<file path="src/rtl/escalonador_andares_pkg.sv">
// escalonador_pkg: definitions shared by the elevator floor scheduler.
//   estado_t   - car controller states
//   DIR_SUBIR / DIR_DESCER - encoding of the direcao output
package escalonador_pkg;
  typedef enum logic [1:0] {PARADO, SUBINDO, DESCENDO, PORTA_ABERTA} estado_t;

  localparam logic DIR_SUBIR  = 1'b1;
  localparam logic DIR_DESCER = 1'b0;
endpackage

</file>
<file path="src/rtl/escalonador_andares_if.sv">
// escalonador_andares_if: button inputs and car status outputs of the scheduler.
//   req_interno/req_externo - debounced cabin / hall buttons, one bit per floor
//   andar_atual, motor_subir, motor_descer, porta_aberta, pendentes, direcao - status
//   master: button/display side; slave: scheduler side.
interface escalonador_andares_if #(parameter int N_ANDARES = 4);
  localparam int W_ANDAR = (N_ANDARES > 2) ? $clog2(N_ANDARES) : 1;

  logic [N_ANDARES-1:0] req_interno;
  logic [N_ANDARES-1:0] req_externo;
  logic [W_ANDAR-1:0]   andar_atual;
  logic                 motor_subir;
  logic                 motor_descer;
  logic                 porta_aberta;
  logic [N_ANDARES-1:0] pendentes;
  logic                 direcao;

  modport master (output req_interno, req_externo,
                  input  andar_atual, motor_subir, motor_descer, porta_aberta,
                         pendentes, direcao);
  modport slave  (input  req_interno, req_externo,
                  output andar_atual, motor_subir, motor_descer, porta_aberta,
                         pendentes, direcao);
endinterface

</file>
<file path="src/rtl/escalonador_andares_temporizador_porta.sv">
// temporizador_porta: door-open timer. Loadable down-counter stepped by tick_porta.
//   clock, reset (async, active low)
//   i_carga - reload to TICKS_PORTA (wins over i_tick)
//   i_tick  - decrement enable
//   o_fim   - counter is at its last step (==1); the next tick ends the door period
module temporizador_porta #(
  parameter int TICKS_PORTA = 3
) (
  input  logic clock,
  input  logic reset,
  input  logic i_carga,
  input  logic i_tick,
  output logic o_fim
);
  localparam int W_CNT = $clog2(TICKS_PORTA + 1);

  logic [W_CNT-1:0] r_cnt;

  always_ff @(posedge clock or negedge reset) begin
    if (!reset)                     r_cnt <= '0;
    else if (i_carga)               r_cnt <= W_CNT'(TICKS_PORTA);
    else if (i_tick && r_cnt != '0) r_cnt <= r_cnt - 1'b1;
  end

  assign o_fim = (r_cnt == W_CNT'(1));
endmodule

</file>
<file path="src/rtl/escalonador_andares.sv">
// escalonador_andares: SCAN floor scheduler sharing one car among all buttons.
//   clock, reset (async, active low), tick_mover (one floor per pulse),
//   tick_porta (door timer step), bus (escalonador_andares_if.slave).
//   Optional: ESCALONADOR_EMERGENCIA_EN adds input emergencia - drop all calls,
//   return to floor 0 and hold the door open there until it falls.
module escalonador_andares
  import escalonador_pkg::*;
#(
  parameter int N_ANDARES   = 4,
  parameter int TICKS_PORTA = 3
) (
  input  logic clock,
  input  logic reset,
  input  logic tick_mover,
  input  logic tick_porta,
`ifdef ESCALONADOR_EMERGENCIA_EN
  input  logic emergencia,
`endif
  escalonador_andares_if.slave bus
);
  localparam int W_ANDAR = (N_ANDARES > 2) ? $clog2(N_ANDARES) : 1;

  function automatic logic tem_acima(input logic [N_ANDARES-1:0] p, input logic [W_ANDAR-1:0] f);
    logic r;
    r = 1'b0;
    for (int i = 0; i < N_ANDARES; i++) if (i > int'(f)) r = r | p[i];
    return r;
  endfunction

  function automatic logic tem_abaixo(input logic [N_ANDARES-1:0] p, input logic [W_ANDAR-1:0] f);
    logic r;
    r = 1'b0;
    for (int i = 0; i < N_ANDARES; i++) if (i < int'(f)) r = r | p[i];
    return r;
  endfunction

  estado_t              r_estado, w_estado_nx, w_d_estado;
  logic [W_ANDAR-1:0]   r_andar, w_andar_nx, w_sobe, w_desce;
  logic [N_ANDARES-1:0] r_pend, w_req, w_limpa;
  logic                 r_dir, w_dir_nx, w_d_dir;
  logic                 w_carga, w_fim, w_emerg;

`ifdef ESCALONADOR_EMERGENCIA_EN
  assign w_emerg = emergencia;
`else
  assign w_emerg = 1'b0;
`endif

  assign w_req   = w_emerg ? '0 : (bus.req_interno | bus.req_externo);
  assign w_sobe  = r_andar + 1'b1;
  assign w_desce = r_andar - 1'b1;

  // Shared SCAN decision: keep going the current way while calls remain that way.
  always_comb begin
    w_d_estado = PARADO;
    w_d_dir    = r_dir;
    if (w_emerg) begin
      // Emergency: always head to ground; at ground the door opens and holds.
      if (r_andar != '0) begin w_d_estado = DESCENDO; w_d_dir = DIR_DESCER; end
      else                     w_d_estado = PORTA_ABERTA;
    end else if (r_dir == DIR_SUBIR) begin
      if (tem_acima(r_pend, r_andar))        w_d_estado = SUBINDO;
      else if (tem_abaixo(r_pend, r_andar)) begin w_d_estado = DESCENDO; w_d_dir = DIR_DESCER; end
    end else begin
      if (tem_abaixo(r_pend, r_andar))       w_d_estado = DESCENDO;
      else if (tem_acima(r_pend, r_andar))  begin w_d_estado = SUBINDO; w_d_dir = DIR_SUBIR; end
    end
  end

  always_comb begin
    w_estado_nx = r_estado;
    w_andar_nx  = r_andar;
    w_dir_nx    = r_dir;
    w_limpa     = '0;
    w_carga     = 1'b0;
    unique case (r_estado)
      PARADO: begin
        w_limpa[r_andar] = 1'b1;  // a call at the current floor is served, never latched
        if (w_req[r_andar] || r_pend[r_andar]) begin
          w_estado_nx = PORTA_ABERTA;
          w_carga     = 1'b1;
        end else begin
          w_estado_nx = w_d_estado;
          w_dir_nx    = w_d_dir;
          w_carga     = (w_d_estado == PORTA_ABERTA);
        end
      end
      SUBINDO: begin
        if (w_emerg) begin
          // Reverse at once; at ground there is nowhere lower to go.
          if (r_andar == '0) begin w_estado_nx = PORTA_ABERTA; w_carga = 1'b1; end
          else begin w_estado_nx = DESCENDO; w_dir_nx = DIR_DESCER; end
        end else if (tick_mover) begin
          w_andar_nx = w_sobe;
          if (r_pend[w_sobe] || w_req[w_sobe]) begin
            w_estado_nx      = PORTA_ABERTA;
            w_limpa[w_sobe]  = 1'b1;
            w_carga          = 1'b1;
          end
        end
      end
      DESCENDO: begin
        if (tick_mover) begin
          w_andar_nx = w_desce;
          if (r_pend[w_desce] || w_req[w_desce] || (w_emerg && w_desce == '0)) begin
            w_estado_nx      = PORTA_ABERTA;
            w_limpa[w_desce] = 1'b1;
            w_carga          = 1'b1;
          end
        end
      end
      PORTA_ABERTA: begin
        w_limpa[r_andar] = 1'b1;
        // Reload beats a coincident tick; emergency at ground keeps the door held.
        if (w_req[r_andar] || (w_emerg && r_andar == '0)) begin
          w_carga = 1'b1;
        end else if (tick_porta && w_fim) begin
          w_estado_nx = w_d_estado;
          w_dir_nx    = w_d_dir;
        end
      end
      default: w_estado_nx = PARADO;
    endcase
  end

  always_ff @(posedge clock or negedge reset) begin
    if (!reset) begin
      r_estado <= PARADO;
      r_andar  <= '0;
      r_pend   <= '0;
      r_dir    <= DIR_SUBIR;
    end else begin
      r_estado <= w_estado_nx;
      r_andar  <= w_andar_nx;
      r_pend   <= w_emerg ? '0 : ((r_pend | w_req) & ~w_limpa);
      r_dir    <= w_dir_nx;
    end
  end

  temporizador_porta #(.TICKS_PORTA(TICKS_PORTA)) u_porta (
    .clock   (clock),
    .reset   (reset),
    .i_carga (w_carga),
    .i_tick  (tick_porta && r_estado == PORTA_ABERTA),
    .o_fim   (w_fim)
  );

  assign bus.andar_atual  = r_andar;
  assign bus.motor_subir  = (r_estado == SUBINDO);
  assign bus.motor_descer = (r_estado == DESCENDO);
  assign bus.porta_aberta = (r_estado == PORTA_ABERTA);
  assign bus.pendentes    = r_pend;
  assign bus.direcao      = r_dir;
endmodule

</file>
<file path="src/flat_wrapper.sv">
// flat-port wrapper written by rule: the top's interface ports become plain ports
module escalonador_andares_flat import escalonador_pkg::*;
#(
  parameter int N_ANDARES   = 4,
  parameter int TICKS_PORTA = 3
)
  (clock, reset, tick_mover, tick_porta, bus_req_interno, bus_req_externo, bus_andar_atual, bus_motor_subir, bus_motor_descer, bus_porta_aberta, bus_pendentes, bus_direcao);
  escalonador_andares_if #(.N_ANDARES(N_ANDARES)) bus_i ();
  input  logic clock;
  input  logic reset;
  input  logic tick_mover;
  input  logic tick_porta;
  input wire logic [$bits(bus_i.req_interno)-1:0] bus_req_interno;
  input wire logic [$bits(bus_i.req_externo)-1:0] bus_req_externo;
  output wire logic [$bits(bus_i.andar_atual)-1:0] bus_andar_atual;
  output wire logic [$bits(bus_i.motor_subir)-1:0] bus_motor_subir;
  output wire logic [$bits(bus_i.motor_descer)-1:0] bus_motor_descer;
  output wire logic [$bits(bus_i.porta_aberta)-1:0] bus_porta_aberta;
  output wire logic [$bits(bus_i.pendentes)-1:0] bus_pendentes;
  output wire logic [$bits(bus_i.direcao)-1:0] bus_direcao;
  assign bus_i.req_interno = bus_req_interno;
  assign bus_i.req_externo = bus_req_externo;
  assign bus_andar_atual = bus_i.andar_atual;
  assign bus_motor_subir = bus_i.motor_subir;
  assign bus_motor_descer = bus_i.motor_descer;
  assign bus_porta_aberta = bus_i.porta_aberta;
  assign bus_pendentes = bus_i.pendentes;
  assign bus_direcao = bus_i.direcao;
  escalonador_andares #(.N_ANDARES(N_ANDARES), .TICKS_PORTA(TICKS_PORTA)) u_core (.clock(clock), .reset(reset), .tick_mover(tick_mover), .tick_porta(tick_porta), .bus(bus_i));
endmodule
</file>
<file path="config.mk">
export PLATFORM = sky130hd
export DESIGN_NAME = escalonador_andares_flat
export DESIGN_NICKNAME = d
export VERILOG_FILES = /design/src/rtl/escalonador_andares_pkg.sv /design/src/rtl/escalonador_andares_if.sv /design/src/rtl/escalonador_andares_temporizador_porta.sv /design/src/rtl/escalonador_andares.sv /design/src/flat_wrapper.sv
export SDC_FILE = /design/constraint.sdc
export NUM_CORES = 1
export LEC_CHECK = 0
export BUFFER_PORTS_ARGS = -buffer_cell sky130_fd_sc_hd__buf_2
export CAP_MARGIN = 20
export CORE_MARGIN = 3
export CORE_UTILIZATION = 61
export CTS_BUF_LIST = sky130_fd_sc_hd__clkbuf_8
export CTS_CLUSTER_SIZE = 24
export DETAILED_ROUTE_END_ITERATION = 16
export GPL_TIMING_DRIVEN = 0
export PLACE_DENSITY = 0.87
export RECOVER_POWER = 100
export SETUP_SLACK_MARGIN = 0.05
export SLEW_MARGIN = 20
export SYNTH_ARGS = -nofsm -noshare
export SYNTH_HDL_FRONTEND = slang
export SYNTH_HIERARCHICAL = 1
export SYNTH_SLANG_ARGS = --single-unit
</file>
<file path="constraint.sdc">
create_clock -name clock -period 4.06 [get_ports clock]
set_input_delay 0.203 -clock clock [delete_from_list [all_inputs] [get_ports clock]]
set_output_delay 0.203 -clock clock [all_outputs]
set_load 0.02 [all_outputs]
</file>
# Yosys cells after proc, flatten, opt, wreduce, memory -nomap -nowiden
# Cells that the tools add are included.
# word_totals
reg_bits,11
input_bits,12
out_inout_bits,10
elab_cells,147
# op_classes
n_addsub,3
order_cmp,12
n_eq_ne,12
mux,85
bitwise_logic,12
reduce_logical,18
# op_table
cell,count
1-bit two-way mux,52
2-bit two-way mux,15
4-bit two-way mux,4
1-bit binary-select mux with 2-bit select,6
4-bit one-hot mux with 3 select lines,1
2-bit by 3-bit less-than comparator with 1-bit output (second input constant),3
2-bit != test (second input constant),4
1-bit bitwise OR,8
4-bit bitwise OR,2
2-bit one-hot mux with 4 select lines,1
2-bit nonzero test,4
1-bit demux with 2-bit select,3
2-bit equality test (second input constant),3
2-bit by 1-bit >= comparator with 1-bit output (second input constant),3
1-bit logical AND,6
2-bit by 1-bit != test with 1-bit output (second input constant),3
6-bit AND reduction,1
4-bit AND,1
2-bit by 1-bit equality test with 1-bit output (second input constant),2
2-bit > comparator (first input constant),2
1-bit by 2-bit less-than comparator with 1-bit output (first input constant),2
4-bit NOT,1
1-bit one-hot mux with 4 select lines,1
2-bit one-hot mux with 2 select lines,1
10 further kinds,13

# Depth between registers and ports, before layout
# Gate-level depths: netlist of run 1.
# logic_depth
word_depth,26
ltp_mapped,10
depth_no_buf,8

# Modules after synthesis
# Netlist of run 1, hierarchy kept.
# by_module_without_submodules
mod,n_inst,cells_each,area_per_inst_um2,seq_area_each_um2
escalonador_andares,1,103,978.4,226.5
temporizador_porta,1,12,133.9,50.0

# Worst setup path before layout of run 1
# Ideal clock, no wire load.
# synth_timing
kind,flip-flop to flip-flop
start,register u_core.r_andar[0] (netlist: u_core/bus.andar_atual[0])
end,register u_core.u_porta.r_cnt[0]
setup_time_ps,77
arrival_time_ps,2436
slack_ps,1547
path_stages_with_launch,11
path_buffers,2
cell_sequence,dfrtp_1 > buf_6 > inv_1 > ha_1 > clkbuf_1 > mux2i_1 > o22a_1 > nand4_1 > a2bb2oi_1 > and4bb_2 > a21oi_1
# synth_via
elab_chain_cells,19
# synth_rtl
item,line,text
start: declaration,escalonador_andares.sv:38,"logic [W_ANDAR-1:0] r_andar, w_andar_nx, w_sobe, w_desce;"
start signal: assignment,escalonador_andares.sv:134,r_andar <= w_andar_nx;
1-bit by 2-bit > comparator with 1-bit output / 1-bit by 2-bit less-than comparator with 1-bit output (equally long branches),"escalonador_andares.sv:26, escalonador_andares.sv:33",
1-bit two-way mux (on tied branches),"escalonador_andares.sv:26, escalonador_andares.sv:33",
1-bit two-way mux (on tied branches),"escalonador_andares.sv:65, escalonador_andares.sv:62",
1-bit two-way mux,escalonador_andares.sv:61,end else if (r_dir == DIR_SUBIR) begin
1-bit bitwise OR (on tied branches),"escalonador_andares.sv:26, escalonador_andares.sv:33",
1-bit two-way mux (on tied branches),"escalonador_andares.sv:26, escalonador_andares.sv:33",
1-bit two-way mux (on tied branches),"escalonador_andares.sv:65, escalonador_andares.sv:62",
1-bit two-way mux,escalonador_andares.sv:61,
[... 4 more ...],n/a,
1-bit two-way mux / 2-bit two-way mux (equally long branches),"escalonador_andares.sv:66, escalonador_andares.sv:63",
2-bit two-way mux (on tied branches),"escalonador_andares.sv:65, escalonador_andares.sv:62",
2-bit two-way mux,escalonador_andares.sv:61,
2-bit equality test,escalonador_andares.sv:85,w_carga = (w_d_estado == PORTA_ABERTA);
1-bit two-way mux,escalonador_andares.sv:79,if (w_req[r_andar] || r_pend[r_andar]) begin
1-bit one-hot mux with 4 select lines (*),escalonador_andares.sv:76,unique case (r_estado)
net u_core.w_carga,escalonador_andares.sv:41,"logic w_carga, w_fim, w_emerg;"
2-bit two-way mux / 2-bit nonzero test (equally long branches),n/a,
end signal: assignment,escalonador_andares_temporizador_porta.sv:21,else if (i_carga) r_cnt <= W_CNT'(TICKS_PORTA);
end signal: assignment,escalonador_andares_temporizador_porta.sv:22,else if (i_tick && r_cnt != '0) r_cnt <= r_cnt - 1'b1;
end: declaration,escalonador_andares_temporizador_porta.sv:17,logic [W_CNT-1:0] r_cnt;
# Mark *: on every way through the listed nets, which the timed path passes. The rest lies on a longest branch. The select of a mux whose other input is x is not followed.
# A chain may end at the register's enable or synchronous reset.

# Worst setup path after layout of run 1
# Ends and elaborated chain as after synthesis.

==> metrics.txt, run 1 <==
post-CTS sizing=0; Routed WL=2.73 mm; layout cell share with drive strength beyond 1=approximately 22%; reg2reg start=u_core/bus.andar_atual[0]; vias in the first global route=1021; DP HPWL=between 2 and 2.5 mm; Final setup viols=0; H-tree levels=1; NumNets Final=roughly 170; Yosys warnings=6; total power=1020 uW; area of the mapped netlist=~1100 sq um; Total GRT Usage=around a quarter; hold_sp=tick_mover; R2R Setup Slk=between 0.9 and 1 ns; placed instance count=160; VDD IR max=0.527 mV; Cell Rows=14; Power Density=800 nW/um^2; Max-slew headroom=~58%; filler instances=128; initial antenna violation count=0; status=complete, no violations; maxcap violations=0; clk_lat worst skew=0.24 ns; Slew @ Worst Pin=0.625 ns; fin crit share=75.9%; TritonCTS buffer count=3; global-route wire length before repair=slightly below 5 mm; crit start category=flip-flop; IO Pins=22; total number of vias=roughly 1000; FF/Latch Area=between 200 and 300 sq um; DRC=0; Critical Path Fanout Max=9; Multi-input gate area=around 780 sq um; Leakage=0.000583 uW; clock sinks=11; fmax=around 320 MHz; CTS Root Cell=clkbuf_8; Ant. Diodes=0; CTS tree=yes; worst clock skew=about 0.0047 ns; syn_nets=roughly 140; #FFs+latches synth=11; Die X=about 50 microns; port bufs=21; Core ar.=about 1600 sq um; worst reg2reg endpoint=u_core/u_porta/r_cnt[0]; CP required=approximately 4.2 ns; commonest non-fill, non-tap cells in the layout=15 x ha_1, 13 x clkbuf_1, 11 x buf_2; number of synthesized flops with an enable pin=0; placement-stage cell area=around 1200 sq um; RSZ-0062 raised after global routing=false; post-synth cell types=between 40 and 50; DRT iter0 DRCs=51; worst hold path class=in2reg; Worst R2R Path Depth=10; Routed Antenna Nets=0; via/cell ratio=roughly 6.3; Clock Tree Buf Depth=2; part of the Yosys area used for sequential elements=between 20 and 25%; DRT Pass-1 Iters=4; post-synthesis instance total=~120; Synth Flop Type=dfrtp_1; WL/cell=~17 microns; type of destination of the critical path=flip-flop; async set-reset flop share out of synthesis=100%; Mean Syn Cell Area=a little under 10 sq um; hold path depth=3; Clock transition at path regs=roughly 0.05 ns; commonest non-fill, non-tap cell in the layout=ha_1; die area=2370 sq um; setup_tns=0 ns; gpl congestion=between 0.8 and 0.9; Critical Path AT=3.25 ns; Hold Path End=u_core/bus.andar_atual[0]; cell area after layout=approximately 1300 sq um; final number of max-transition violations=0; final cell count without fillers=165; Final Hold Vio Count=0; grt ovf=0; Area Growth Syn to Fin=15.2%; clock period minus worst slack=3.08 ns; Initial Utilization=69.0%; Chip Height=approximately 49 microns; Crit Path Category=reg2reg; pin count of the biggest net entering global routing=12
==> flip-flops by register name, indices dropped and copies added (netlist names) <==
name	count
u_core/bus.direcao	1
u_core/bus.pendentes	4
u_core/u_porta/r_cnt	2
u_core/r_estado	2
u_core/bus.andar_atual	2
==> through the flow <==
step / setup WS, ns / utilization, % / hold WS, ns
2_1_floorplan: 1.55 / - / -0.0926
3_3_place_gp: 1.43 / 77.4 / 0.0871
3_5_place_dp: 1.37 / 77.4 / 0.0939
4_1_cts: 1.35 / 80.8 / 0.302
5_1_grt: 0.703 / 79.5 / 0.332
6_report: 0.977 / 79.5 / 0.300
==> layer usage <==
metal,global-route usage (%),vias up,part of all wire [%]
met5,0,-,0
met4,12.8,0,2.3
met3,3.68,6,9.5
met2,39.6,70,45
met1,36.5,485,43
li1,-,483,-
==> area by class of cell <==
type	instances	area share, %
sequential	11	21.6
timing repair buffer	22	7.91
inverter	7	2.05
buffer	4	1.86
multi-input combinational	93	60.7
clock buffer	3	3.22
clock inverter	1	0.293
tap	24	2.34
==> kinds of logic after synthesis <==
group	share of synthesized area (%)
flip-flops	24.9
adder cells (fa/ha/maj)	16.9
AO/OA/AOI/OAI	18.8
AND/OR/NAND/NOR	22.7
multiplexers	10.8
XOR/XNOR	0.788
buffers and inverters	5.17
==> report_power, final <==
part           internal [uW]  leakage [uW]  switching (uW)
Combinational            296      0.000441             411
Clock                   66.6     0.0000269            44.0
Sequential               155      0.000115            52.0
==> timing repair <==
action                    CTS  global route
hold buffers                1             0
buffers inserted            0             0
hold endpoints to repair   10             0
==> critical path, cell delays in order (launching register included) <==
cell and delay [ns]:
dfrtp_1 0.44, clkbuf_1 0.39, inv_1 0.27, ha_1 0.35
clkbuf_1 0.29, mux2i_1 0.29, o22a_1 0.20, nand4_1 0.11
a2bb2oi_1 0.29, and4bb_2 0.27, a21oi_1 0.10
==> worst max path at each step <==
stage / start / endpoint / slack (ns)
2_1_floorplan: u_core/bus.andar_atual[0] / u_core/u_porta/r_cnt[0] / 1.55
3_3_place_gp: u_core/bus.andar_atual[0] / u_core/u_porta/r_cnt[0] / 1.43
3_5_place_dp: u_core/bus.andar_atual[0] / u_core/u_porta/r_cnt[0] / 1.37
4_1_cts: u_core/bus.andar_atual[0] / u_core/u_porta/r_cnt[0] / 1.35
5_1_grt: u_core/bus.andar_atual[0] / u_core/u_porta/r_cnt[0] / 0.70
6_report: u_core/bus.andar_atual[0] / u_core/u_porta/r_cnt[0] / 0.98
==> cell usage after synthesis (all sizes together), types with 2 or more instances <==
cell	instances	area (sq um)
mux2i	3	30.0
a211o	3	27.5
inv	7	26.3
nor3	5	25.0
a221oi	5	43.8
nand4	2	18.8
nor4b	2	23.8
nand3	2	10.0
dfrtp	10	250
o21ai	6	30.0
buf	3	27.5
ha	15	188
nand2	10	37.5
nor2	7	26.3
a21o	4	30.0
mux4	2	45.0
a21oi	3	15.0
mux2	4	45.0
nand2b	3	33.8
nor4	2	18.8
No activity file was read; power rests on OpenSTA's default activity.
==> inputs of run 2 (changes only) <==
Settings changed: CORE_UTILIZATION 61 to 57, PLACE_DENSITY 0.87 to 0.82.
Clock period 4.06 ns to 3.14 ns, I/O delays scaled along.
==> metrics.txt, run 2 (synthesis results as in run 1) <==
Chip Height=50.2 microns; port bufs=21; gpl congestion=0.929; Worst R2R Path Depth=10; die area=2520 sq um; filler instances=144; reg2reg start=u_core/bus.andar_atual[0]; hold path depth=3; Crit Path Category=reg2reg; type of destination of the critical path=flip-flop; total number of vias=a little under 1000; Max-slew headroom=59.2%; WL/cell=~16 microns; fmax=~350 MHz; DP HPWL=~2 mm; Critical Path Fanout Max=9; Final Hold Vio Count=0; Routed WL=about 2.6 mm; Die X=around 50 microns; H-tree levels=1; crit start category=flip-flop; global-route wire length before repair=about 4.5 mm; worst reg2reg endpoint=u_core/u_porta/r_cnt[0]; initial antenna violation count=0; TritonCTS buffer count=3; CTS Root Cell=clkbuf_8; Routed Antenna Nets=0; pin count of the biggest net entering global routing=12; clock period minus worst slack=~2.8 ns; CTS tree=yes; setup_tns=0 ns; DRC=0; commonest non-fill, non-tap cell in the layout=ha_1; RSZ-0062 raised after global routing=false; VDD IR max=roughly 0.67 mV; Area Growth Syn to Fin=15.9%; vias in the first global route=between 900 and 1000; Final setup viols=0; status=complete, no violations; Total GRT Usage=between 20% and 30%; final number of max-transition violations=0; total power=roughly 1300 uW; max reg flops=4; fin crit share=slightly above 90%; Cell Rows=15; grt ovf=0; Initial Utilization=62.4%; R2R Setup Slk=~0.3 ns; Multi-input gate area=~780 sq um; via/cell ratio=about 6.0; DRT iter0 DRCs=41; hold_sp=tick_mover; CP required=3.30 ns; IO Pins=22; maxcap violations=0; worst hold path class=in2reg; Clock Tree Buf Depth=2; final cell count without fillers=around 170; clk_lat worst skew=~0.24 ns; Slew @ Worst Pin=0.608 ns; Hold Path End=u_core/bus.andar_atual[1]; placed instance count=between 150 and 200; DRT Pass-1 Iters=4; Critical Path AT=roughly 3 ns; Leakage=approximately 0.0006 uW; worst clock skew=~0.0048 ns; Setup Buffers After CTS=0; Ant. Diodes=0; clock sinks=11; Clock transition at path regs=around 0.050 ns; NumNets Final=around 170; layout cell share with drive strength beyond 1=between 20 and 25%; Core ar.=between 1500 and 2000 sq um; FF/Latch Area=about 280 sq um; commonest non-fill, non-tap cells in the layout=15 x ha_1, 13 x clkbuf_1, 10 x buf_2, 10 x nand2_1, 10 x dfrtp_1; Power Density=1030 nW/um^2
## run 2: changes by cell type in the layout (fill, tap and decap cells not counted)
| cell | delta |
|---|---|
| buf_6 | +1 |
| buf_2 | -1 |
## run 2: where the power goes
part	total [uW]	leakage [uW]	switching [uW]	internal, uW
combinational	910	0.000443	521	389
sequential	270	0.000115	69.8	200
clock	141	0.0000269	55.4	86.0
## run 2: repair_timing
item	CTS	global route
hold endpoints to repair	10	0
gates resized for setup	0	0
hold buffers	1	0
## run 2: critical path: stages (launching register included)
cell and delay (ns):
dfrtp_1 0.46, buf_6 0.18, inv_1 0.17, ha_1 0.34
clkbuf_1 0.33, mux2i_1 0.28, o22a_1 0.21, nand4_1 0.12
a2bb2oi_1 0.30, and4bb_2 0.26, a21oi_1 0.11
## run 2: layer usage
layer	share of wire [%]	vias to the layer above	routed length [microns]	GRT usage (%)
li1	-	483	-	-
met1	46	482	1220	30.9
met2	49	26	1290	38.7
met3	5.0	2	133	5.64
met4	0.30	0	8	5.53
met5	0	-	0	0
## run 2: worst max path at each step
stage                              start                 endpoint  slack, ns  cells past startpoint
3_5_place_dp   u_core/bus.andar_atual[0]  u_core/u_porta/r_cnt[0]       0.35                     10
4_1_cts        u_core/bus.andar_atual[0]  u_core/u_porta/r_cnt[0]       0.33                     10
2_1_floorplan  u_core/bus.andar_atual[0]  u_core/u_porta/r_cnt[0]       0.63                     10
3_3_place_gp   u_core/bus.andar_atual[0]  u_core/u_porta/r_cnt[0]       0.42                     10
6_report       u_core/bus.andar_atual[0]  u_core/u_porta/r_cnt[0]       0.30                     10
5_1_grt        u_core/bus.andar_atual[0]  u_core/u_porta/r_cnt[0]       0.08                     10
## run 2: final cells by class
class / instances / share of cell area, %
inverter: 7 / 2.04
multi-input combinational: 93 / 60.4
clock inverter: 1 / 0.291
tap: 25 / 2.43
clock buffer: 3 / 3.20
buffer: 4 / 2.33
timing repair buffer: 22 / 7.86
sequential: 11 / 21.5
## run 2: per-stage QoR
stage	hold WS (ns)	worst slack (ns)	utilization (%)	instance area, sq um
3_3_place_gp	0.0372	0.416	70.0	1250
4_1_cts	0.291	0.331	73.1	1300
2_1_floorplan	-0.139	0.627	-	1110
3_5_place_dp	0.0388	0.347	70.0	1250
6_report	0.285	0.300	72.3	1290
5_1_grt	0.337	0.0761	72.3	1290
==> inputs of run 3 (changes only) <==
Settings changed: ABC_AREA set to 1, PLACE_DENSITY 0.82 to 0.81.
==> metrics.txt, run 3 <==
CP required=~3.3 ns; Largest delay share family, worst path=buffers and inverters; Critical Path AT=approximately 2.5 ns; initial antenna violation count=0; gpl congestion=around 0.96; worst clock skew=0.00459 ns; Mean Syn Cell Area=between 6 and 7 sq um; Final Hold Vio Count=0; total number of vias=between 1000 and 1500; placement-stage cell area=approximately 1400 sq um; placed instance count=around 230; status=complete, no violations; Leakage=0.000774 uW; Crit Path Category=reg2reg; filler instances=around 190; fin crit share=between 70% and 80%; max reg flops=4; maxcap violations=0; H-tree levels=1; CTS tree=yes; share of Yosys cell area claimed by the top area cell type=20.7%; reg2reg start=u_core/bus.andar_atual[0]; Slew @ Worst Pin=~0.65 ns; Routed WL=around 2.9 mm; DRC=0; most frequent CP cell=nand2_1; Clock Tree Buf Depth=2; layout cell share with drive strength beyond 1=between 10% and 20%; type of destination of the critical path=flip-flop; DRT iter0 DRCs=59; Total GRT Usage=a little under a quarter; clock sinks=11; via/cell ratio=about 5.3; die area=roughly 2700 sq um; post-synth cell types=24; Yosys warnings=6; Power Density=between 1000 and 1500 nW/um^2; IO Pins=22; async set-reset flop share out of synthesis=100%; Max-slew headroom=around 57%; Cell Rows=16; port bufs=21; Area Growth Syn to Fin=13.2%; vias in the first global route=1120; Routed Antenna Nets=0; fmax=419 MHz; WL/cell=~12 microns; final number of max-transition violations=0; area of the mapped netlist=roughly 1200 sq um; TritonCTS buffer count=3; Post-synth top cells=60 x nand2_1, 24 x nand3_1, 21 x inv_1; top cells by area, synth=dfrtp_1 21%, nand2_1 19%, ha_1 15%, nand3_1 9.9%, inv_1 6.5%; grt ovf=0; setup_tns=0 ns; final cell count without fillers=approximately 230; Die X=approximately 52 microns; clock period minus worst slack=around 2.4 ns; Core ar.=~2000 sq um; DRT Pass-1 Iters=4; Bufs and invs on worst path=3; commonest non-fill, non-tap cell in the layout=nand2_1; VDD IR max=0.649 mV; global-route wire length before repair=~4.9 mm; Clock transition at path regs=about 0.05 ns; Synth Flop Type=dfrtp_1; syn_nets=between 200 and 250; Initial Utilization=around three fifths; DP HPWL=roughly 2.3 mm; most common cell in the synthesized netlist=nand2_1; Ant. Diodes=0; NumNets Final=~230; Synth area leader=dfrtp_1; cell area after layout=1370 sq um; Critical Path Fanout Max=9; Final setup viols=0; CP startpoint=u_core/bus.andar_atual[0]; part of the Yosys area used for sequential elements=between 20% and 30%; #FFs+latches synth=11; CTS Root Cell=clkbuf_8; clk_lat worst skew=approximately 0.25 ns; hold_sp=bus_req_interno[3]; pin count of the biggest net entering global routing=12; worst hold path class=in2reg; CP max stage delay=around 0.5 ns; number of synthesized flops with an enable pin=0; Slowest cell on crit path=clkbuf_1; Chip Height=roughly 52 microns; crit path cell chain=clkbuf_1, inv_4, ha_1, inv_1, nand3_2, nand2_1, nor2_4, nor2_4, nand2_2, nand2_1, nand2_1; commonest non-fill, non-tap cells in the layout=61 x nand2_1, 25 x nand3_1, 22 x inv_1; post-synthesis instance total=roughly 180; crit start category=flip-flop; RSZ-0062 raised after global routing=false; post-CTS sizing=0
## run 3: cell count changes after synthesis, moves of 5 or more
cell / delta
nand2_1: +50
nand3_1: +22
inv_1: +14
nand2_2: +8
a221oi_1: -5
nand3_2: +5
nor3_1: -5
## run 3: cell families (layout without fill, tap and decap cells)
family	after synthesis	in the layout	synth area share (%)
AO/OA/AOI/OAI	9	9	3.93
XOR/XNOR	1	1	0.723
adder cells (fa/ha/maj)	15	15	15.5
buffers and inverters	25	51	8.58
flip-flops	11	11	22.8
AND/OR/NAND/NOR	118	118	48.5
## run 3: worst reg2reg max path: stages (launching register included)
cell and delay, ns:
dfrtp_1 0.44, clkbuf_1 0.50, inv_4 0.15, ha_1 0.39, inv_1 0.13, nand3_2 0.09
nand2_1 0.20, nor2_4 0.06, nor2_4 0.14, nand2_2 0.06, nand2_1 0.06, nand2_1 0.05
## run 3: report_power, final
part / total (uW) / switching (uW) / internal, uW
Clock: 145 / 58.3 / 86.3
Sequential: 290 / 77.3 / 212
Combinational: 1100 / 726 / 370
## run 3: per-stage QoR
| step | hold WS (ns) | total power, uW | setup WS [ns] | util (%) |
|---|---|---|---|---|
| final | 0.304 | 1530 | 0.751 | 69.2 |
| after global routing | 0.339 | 1690 | 0.574 | 69.2 |
| after CTS | 0.304 | 1580 | 1.19 | 70.9 |
| after detailed placement | 0.0513 | 1420 | 1.21 | 68.1 |
| after global placement | 0.0414 | 1390 | 1.22 | 68.1 |
| after floorplan | -0.139 | 1170 | 1.31 | - |
## run 3: layout make-up
class	instances	area [sq um]	share of cell area [%]
Inverter	24	92.6	6.75
Clock inverter	1	3.75	0.274
Timing Repair Buffer	22	101	7.39
Tap cell	27	33.8	2.46
Buffer	1	3.75	0.274
Sequential cell	11	277	20.2
Multi-Input combinational cell	143	818	59.7
Clock buffer	3	41.3	3.01
## run 3: repair_timing
| action | 4_1_cts | 5_1_grt |
|---|---|---|
| buffers inserted | 0 | 0 |
| endpoints found under the hold margin | 10 | 0 |
| hold buffers | 1 | 0 |
## run 3: final timing paths
kind | end | slack, ns | depth (start not counted)
max in group asynchronous | u_core/r_estado[0] | 2.28 | 2
max reg2reg | u_core/r_estado[1] | 0.75 | 11
min in group asynchronous | u_core/bus.pendentes[3] | 0.45 | 2
min | u_core/bus.pendentes[3] | 0.30 | 5
max | u_core/r_estado[1] | 0.75 | 11
min reg2reg | u_core/u_porta/r_cnt[1] | 0.48 | 2
## run 3: metal layers
layer / routed length [microns] / part of all wire, % / vias to the layer above / global-route usage, %
met4: 52 / 1.8 / 0 / 9.17
met3: 213 / 7.4 / 7 / 2.58
met2: 1320 / 46 / 55 / 38.9
met5: 0 / 0 / - / 0
met1: 1310 / 45 / 544 / 32.1
li1: - / - / 623 / -
